File: config.mk
export PLATFORM = sky130hd
export DESIGN_NAME = urisc_core
export DESIGN_NICKNAME = d
export VERILOG_FILES = /design/src/rtl/urisc_core.sv
export SDC_FILE = /design/constraint.sdc
export NUM_CORES = 1
export LEC_CHECK = 0
export CORE_MARGIN = 5
export CORE_UTILIZATION = 60
export DETAILED_ROUTE_END_ITERATION = 7
export DONT_BUFFER_PORTS = 1
export PLACE_DENSITY = 0.76
export SYNTH_ARGS = -nofsm -noshare
export SYNTH_HDL_FRONTEND = slang
export SYNTH_SLANG_ARGS = --single-unit
File: constraint.sdc
create_clock -name clk -period 4.32 [get_ports clk]
set_clock_uncertainty 0.15 [all_clocks]
set_input_delay 0 -clock clk [delete_from_list [all_inputs] [get_ports clk]]
set_output_delay 0 -clock clk [all_outputs]
set_load 0.02 [all_outputs]
File: src/rtl/urisc_core.sv
// urisc_core: single-instruction CPU core (subtract and branch if negative).
//   Each instruction is three 9-bit words A, B, C fetched from instruction ROM:
//     Mem[B] <= Mem[B] - Mem[A]; if the result is negative, PC <= C.
//   A single 9-bit address bus (MAR) is shared by a 512x16 data RAM and a
//   512-word instruction ROM. Both are read synchronously: the read data is
//   valid in the cycle after the one in which CS and Read are high.
// Ports:
//   clk       in   1   clock, rising edge
//   reset     in   1   synchronous active-high reset
//   Run       in   1   start pulse, sampled only in IDLE
//   Stop      in   1   halt request, takes effect after the current instruction
//   Data_in   in  16   data RAM read data
//   Inst_in   in   9   instruction ROM read data
//   Data_CS   out  1   data RAM select
//   Inst_CS   out  1   instruction ROM select
//   Read      out  1   read strobe, shared by both memories
//   Write     out  1   write strobe, data RAM only
//   MAR       out  9   memory address
//   Data_out  out 16   write data (result register)
//   State     out  4   current FSM state code
module urisc_core (
   input  logic        clk,
   input  logic        reset,
   input  logic        Run,
   input  logic        Stop,
   input  logic [15:0] Data_in,
   input  logic [8:0]  Inst_in,
   output logic        Data_CS,
   output logic        Inst_CS,
   output logic        Read,
   output logic        Write,
   output logic [8:0]  MAR,
   output logic [15:0] Data_out,
   output logic [3:0]  State
);

   typedef enum logic [3:0] {
      S_IDLE = 4'd0,
      S_FA   = 4'd1,
      S_LA   = 4'd2,
      S_FB   = 4'd3,
      S_LB   = 4'd4,
      S_FC   = 4'd5,
      S_LC   = 4'd6,
      S_RA   = 4'd7,
      S_LDA  = 4'd8,
      S_RB   = 4'd9,
      S_SUB  = 4'd10,
      S_WB   = 4'd11,
      S_BR   = 4'd12
   } state_t;

   state_t      state_reg;
   state_t      state_next;
   logic [8:0]  pc_reg;
   logic [8:0]  a_reg;
   logic [8:0]  b_reg;
   logic [8:0]  c_reg;
   logic [15:0] r_reg;
   logic [15:0] res_reg;
   logic        stop_pend_reg;

   // Stop is only latched while an instruction is in flight (states 1..11);
   // in BR it is looked at directly, so a request in the last cycle still counts.
   logic        in_flight;
   assign in_flight = (state_reg >= S_FA) && (state_reg <= S_WB);

   // State register and datapath registers
   always_ff @(posedge clk) begin
      if (reset) begin
         state_reg     <= S_IDLE;
         pc_reg        <= '0;
         a_reg         <= '0;
         b_reg         <= '0;
         c_reg         <= '0;
         r_reg         <= '0;
         res_reg       <= '0;
         stop_pend_reg <= 1'b0;
      end else begin
         state_reg <= state_next;
         case (state_reg)
            S_IDLE: begin
               if (Run && !Stop) begin
                  pc_reg        <= '0;
                  stop_pend_reg <= 1'b0;
               end
            end
            S_LA: begin
               a_reg  <= Inst_in;
               pc_reg <= pc_reg + 9'd1;   // wraps modulo 512
            end
            S_LB: begin
               b_reg  <= Inst_in;
               pc_reg <= pc_reg + 9'd1;
            end
            S_LC: begin
               c_reg  <= Inst_in;
               pc_reg <= pc_reg + 9'd1;
            end
            S_LDA: r_reg   <= Data_in;
            S_SUB: res_reg <= Data_in - r_reg;   // modulo 2^16
            S_BR: begin
               if (res_reg[15]) pc_reg <= c_reg;
            end
            default: ;
         endcase
         if (in_flight && Stop) stop_pend_reg <= 1'b1;
      end
   end

   // Next-state logic
   always_comb begin
      state_next = S_IDLE;
      case (state_reg)
         S_IDLE: state_next = (Run && !Stop) ? S_FA : S_IDLE;
         S_FA:   state_next = S_LA;
         S_LA:   state_next = S_FB;
         S_FB:   state_next = S_LB;
         S_LB:   state_next = S_FC;
         S_FC:   state_next = S_LC;
         S_LC:   state_next = S_RA;
         S_RA:   state_next = S_LDA;
         S_LDA:  state_next = S_RB;
         S_RB:   state_next = S_SUB;
         S_SUB:  state_next = S_WB;
         S_WB:   state_next = S_BR;
         S_BR:   state_next = (stop_pend_reg || Stop) ? S_IDLE : S_FA;
         default: state_next = S_IDLE;   // unused codes recover to IDLE
      endcase
   end

   // Moore outputs decoded from the state and registers
   always_comb begin
      Data_CS = 1'b0;
      Inst_CS = 1'b0;
      Read    = 1'b0;
      Write   = 1'b0;
      MAR     = '0;
      case (state_reg)
         S_FA, S_FB, S_FC: begin
            MAR     = pc_reg;
            Inst_CS = 1'b1;
            Read    = 1'b1;
         end
         S_RA: begin
            MAR     = a_reg;
            Data_CS = 1'b1;
            Read    = 1'b1;
         end
         S_RB: begin
            MAR     = b_reg;
            Data_CS = 1'b1;
            Read    = 1'b1;
         end
         S_WB: begin
            MAR     = b_reg;
            Data_CS = 1'b1;
            Write   = 1'b1;
         end
         default: ;
      endcase
   end

   assign Data_out = res_reg;
   assign State    = state_reg;

endmodule

Yosys cells after proc, flatten, opt, wreduce, memory -nomap -nowiden
Cells that the tools add are included.

Logic and storage cells: 56. Input port bits: 29. Flip-flop bits (word level): 73. Output and inout port bits: 33.

$lt $le $gt $ge: 2. Add/subtract/negate cells: 2. Reductions and logical operators: 16. Equal/unequal tests: 14. Mux-type cells: 14.

Operator list (number): $pmux W9 S3 (2); $pmux W4 S13 (1); $eq A4 B4 Y1 const B (5); $mux W9 (2); $eq A4 B3 Y1 const B (4); $sub A16 B16 Y16 (1); $add A9 B1 Y9 const B (1); $mux W1 (9); $reduce_or A3 Y1 (3); $eq A4 B2 Y1 const B (2); $reduce_or A5 Y1 (1); $eq A4 B1 Y1 const B (1); $ge A4 B1 Y1 const B (1); $le A4 B4 Y1 const B (1); $logic_not A4 Y1 (1); $ne A2 B2 Y1 const B (2); $reduce_bool A2 Y1 (2); $logic_and A1 B1 Y1 (3); $reduce_and A3 Y1 (1); $reduce_bool A3 Y1 (1); $reduce_and A2 Y1 (1); $reduce_or A2 Y1 (1); $logic_not A1 Y1 (1); $logic_or A1 B1 Y1 (1).

Longest topological paths before layout
Depth in word-level cells: 5. Depth in mapped cells: 8. Depth with buffers taken out: 8.

Worst setup path before layout
OpenSTA, ideal clock, no wires.

Path kind: register to register. Start: register r_reg[7]. End: register res_reg[12], in the netlist Data_out[12]. Setup time: 0.117 ns. Path buffers: 1. Period minus slack after synthesis: 2.135 ns. Data arrival time: 1.867 ns. Path slack: 2.185 ns. Data required time: 4.053 ns. Stages on the path, launching flop included: 8. Path through: dfxtp_1 inv_1 ha_1 buf_6 a2111oi_2 a211oi_1 or3_1 a32o_1.

Word-level cells in the longest chain between the ends: 1.

Ends and longest elaborated chain: start, declared (line 59) `logic [15:0] r_reg;`; start signal, assigned (line 100) `S_LDA: r_reg <= Data_in;`; $sub A16 B16 Y16 (line 101) `S_SUB: res_reg <= Data_in - r_reg;`; end signal, assigned (line 101); end, declared (line 60) `logic [15:0] res_reg;`.

Every way passes these cells. A chain may end at the register's enable or synchronous reset.

Worst setup path after layout
Start: register state_reg[0], in the netlist State[0]. End: output MAR[3].

Word-level cells in the longest chain between the ends: 3. Elaborated cells between the ends (all ways): 9. Those cells by class: 6 x eq/ne; 1 x mux; 2 x reduce/logical.

Ends and longest elaborated chain: start, declared (line 53) `state_t state_reg;`; start signal, assigned (line 80) `state_reg <= state_next;`; $eq A4 B1 Y1 (tied with other cells) (line 139) `case (state_reg)`; $reduce_or A3 Y1 or $reduce_or A2 Y1 (tied branches); $pmux W9 S3 * (line 139); end, declared (line 32) `output logic [8:0] MAR,`.

Every way passes the cells marked *; elsewhere a longest branch is shown, timed or not.

==> metrics.cfg <==
[synthesis]
synth_cells = 495
netlist_area_sq_um = 3790
avgSynthCellArea_sq_um = 7.65
synth_mux_area_share_pct = 0
synth_compound_area_share_pct = 26.4
yosys_warnings = 0
ys_types = 50
synth_edf_count = 0
synth_fp_nets = 541
synthSimpleGateAreaFrac_pct = 23.2
synth_flop_cell = dfxtp_1
synth_xor_area_share_pct = 1.39
async_flop_share_pct = 0
synth_top_family_by_area = compound AO/OA/AOI/OAI gates
synth-seq-cells = 73
synthAdderAreaFrac_pct = 5.81
synth-seq-area-share_pct = 38.6

[timing]
relSlewSlack_pct = 29.1
rsz0062_at_grt = false
worst_pin_slew_ns = 1.06
finalMaxSlewViolations = 0
fmax_mhz = 354
totalNegativeSetupSlack_ns = 0
setup_violations = 0
min_period_ns = 2.82
finalHoldViolations = 0
setup_slack_ns = 1.50
hold_ws_ns = 0.0405
fin_crit_sh_pct = 65.4

[cts]
cts_root_buffer = clkbuf_8
cts_buffers = 9
cts.sinks = 73
htree_levels = 3
clock_latency_ns = 0.35
cts_tree = yes
clockBufferDepth = 2
path_clk_slew_ns = 0.08

[setup_path]
rr_worst_depth = 5
crit_path_end_kind = output port
start_kind = flip-flop
cp-endpoint = MAR[3]
reg2reg_slack_ns = 1.75
required_ns = 4.17
timing_worst_setup_path_type = reg -> out
critPathLaunch = State[0]
crit_fanout = 13
cp.arrival_ns = 2.67
reg2reg_from = State[2]
regToRegEndpoint = b_reg[4]

[route]
first_iter_violations = 276
wl_met2_mm = 5.09
vias = 3613
dr_wl_met3_microns = 589
firstDrtPassIters = 7
wl_met1_mm = 3.96
top_layer = met4
drc = 0
wl_per_cell_microns = 16.3
wl_mm = 9.85
ant_nets = 0
viasPerCell = 5.99

[pwr]
internal_power_mw = 1.02
p_total_mw = 1.42
leakagePower_nw = 1.49
seqPwrFrac_pct = 49.6
switching_power_mw = 0.398
p_per_area_nw_per_um2 = 327
vdd_drop_max_uv = 221
comb_power_share_pct = 12.6
power_switching_share_pct = 28.0
p_clk_share_pct = 37.8

[placed_design]
post-place-ws_ns = 1.88
globalplace.congestion = 0.841
io_buffers = 0
dp_hpwl_mm = 6.63
post-place-cells = 556

[die]
core.rowCount = 29
start_util_pct = 60.7
die_x_microns = 89.5
core-area_sq_um = 6240
die_area_sq_um = 8000
ioPinCount = 62
dieHeight_microns = 89.5

[job]
max-cap-violations = 0

[cells_and_area]
fin_nets = 567
final_common_cell = nand2_1
stdcell_count = 603
area_growth_pct = 14.6
drive_gt1_share_pct = 5.70
n_antenna_cell = 0
final_cell_mix = nand2_1, dfxtp_1, a21oi_1, dlygate4sd3_1, nor2_1

[grt]
grt_max_degree = 68
antenna_found_initial = 0
grt_pass1_vias = 3381
track_usage_pct = 25.8
grt_pass1_wl_mm = 15.8
grt_overflow_total = 0

[worst_hold_path]
hold_class = in -> reg
min_from = Data_in[9]

[status]
status = finished clean

## repair_timing
| item | CTS | global route |
|---|---|---|
| hold buffers | 31 | 0 |
| buffers inserted | 0 | 0 |
| hold endpoints to repair | 73 | 0 |
| gates resized for setup | 0 | 0 |
| setup endpoints to repair | 0 | 0 |
## how the worst min path moves through the flow
stage	to	cells past startpoint
3_3_place_gp	Data_out[2]	1
3_5_place_dp	Data_out[3]	1
2_1_floorplan	c_reg[2]	2
4_1_cts	Data_out[6]	3
6_report	Data_out[9]	3
5_1_grt	Data_out[3]	4
## power by group through the flow
| stage | combinational [mW] | sequential, mW | clock (mW) |
|---|---|---|---|
| 6_report | 0.179 | 0.705 | 0.538 |
| 5_1_grt | 0.197 | 0.707 | 0.578 |
| 4_1_cts | 0.176 | 0.704 | 0.543 |
| 3_5_place_dp | 0.137 | 0.720 | 0 |
| 3_3_place_gp | 0.133 | 0.720 | 0 |
| 2_1_floorplan | 0.124 | 0.712 | 0 |
## cells in the mapped netlist, types with 6 or more instances
master      n  share of area, %
nor3_1      6              0.79
nor2b_1     6              0.99
a32o_1      9               2.4
dfxtp_1    73                39
nand3_1     7              0.92
a21oi_1    65               8.6
inv_1      26               2.6
ha_1       16               5.3
clkbuf_1    9              0.89
nand2_1   133                13
o21a_1      6               1.2
o21ai_0    16               2.1
or3_1       7               1.2
nor2_1     27               2.7
a22oi_1     9               1.8
a211oi_1   11               2.2
## final cells by class
class | count | area (sq um)
Multi-Input combinational cell | 379 | 2160
Fill cell | 522 | 1900
Sequential cell | 73 | 1460
Timing Repair Buffer | 32 | 335
Clock buffer | 9 | 124
Inverter | 26 | 97.6
Tap cell | 77 | 96.3
Clock inverter | 7 | 71.3
## metal layers
metal | track usage [%] | vias up
li1 | - | 1793
met1 | 28.2 | 1709
met2 | 47.2 | 92
met3 | 6.64 | 19
met4 | 10.3 | 0
met5 | 0 | -
## per-stage QoR
stage / util [%] / instance area (sq um)
2_1_floorplan: - / 3790
3_3_place_gp: 61.2 / 3820
3_5_place_dp: 61.2 / 3820
4_1_cts: 69.6 / 4340
5_1_grt: 69.6 / 4340
6_report: 69.6 / 4340
## cells by family (layout without fill, tap and decap cells)
group,count (synthesis),after routing
buffers and inverters,43,74
xor gates and xnor gates,6,6
DFF,73,73
AOI/OAI and AO/OA,151,151
adders and majority gates,17,17
and+or+nand+nor,205,205
## critical path: stages (launching register included)
cell and delay (ns):
dfxtp_1 0.72, inv_1 0.22, a211oi_2 0.92, a22oi_1 0.24
nand2_1 0.24
(Power assumes the default switching activity.)
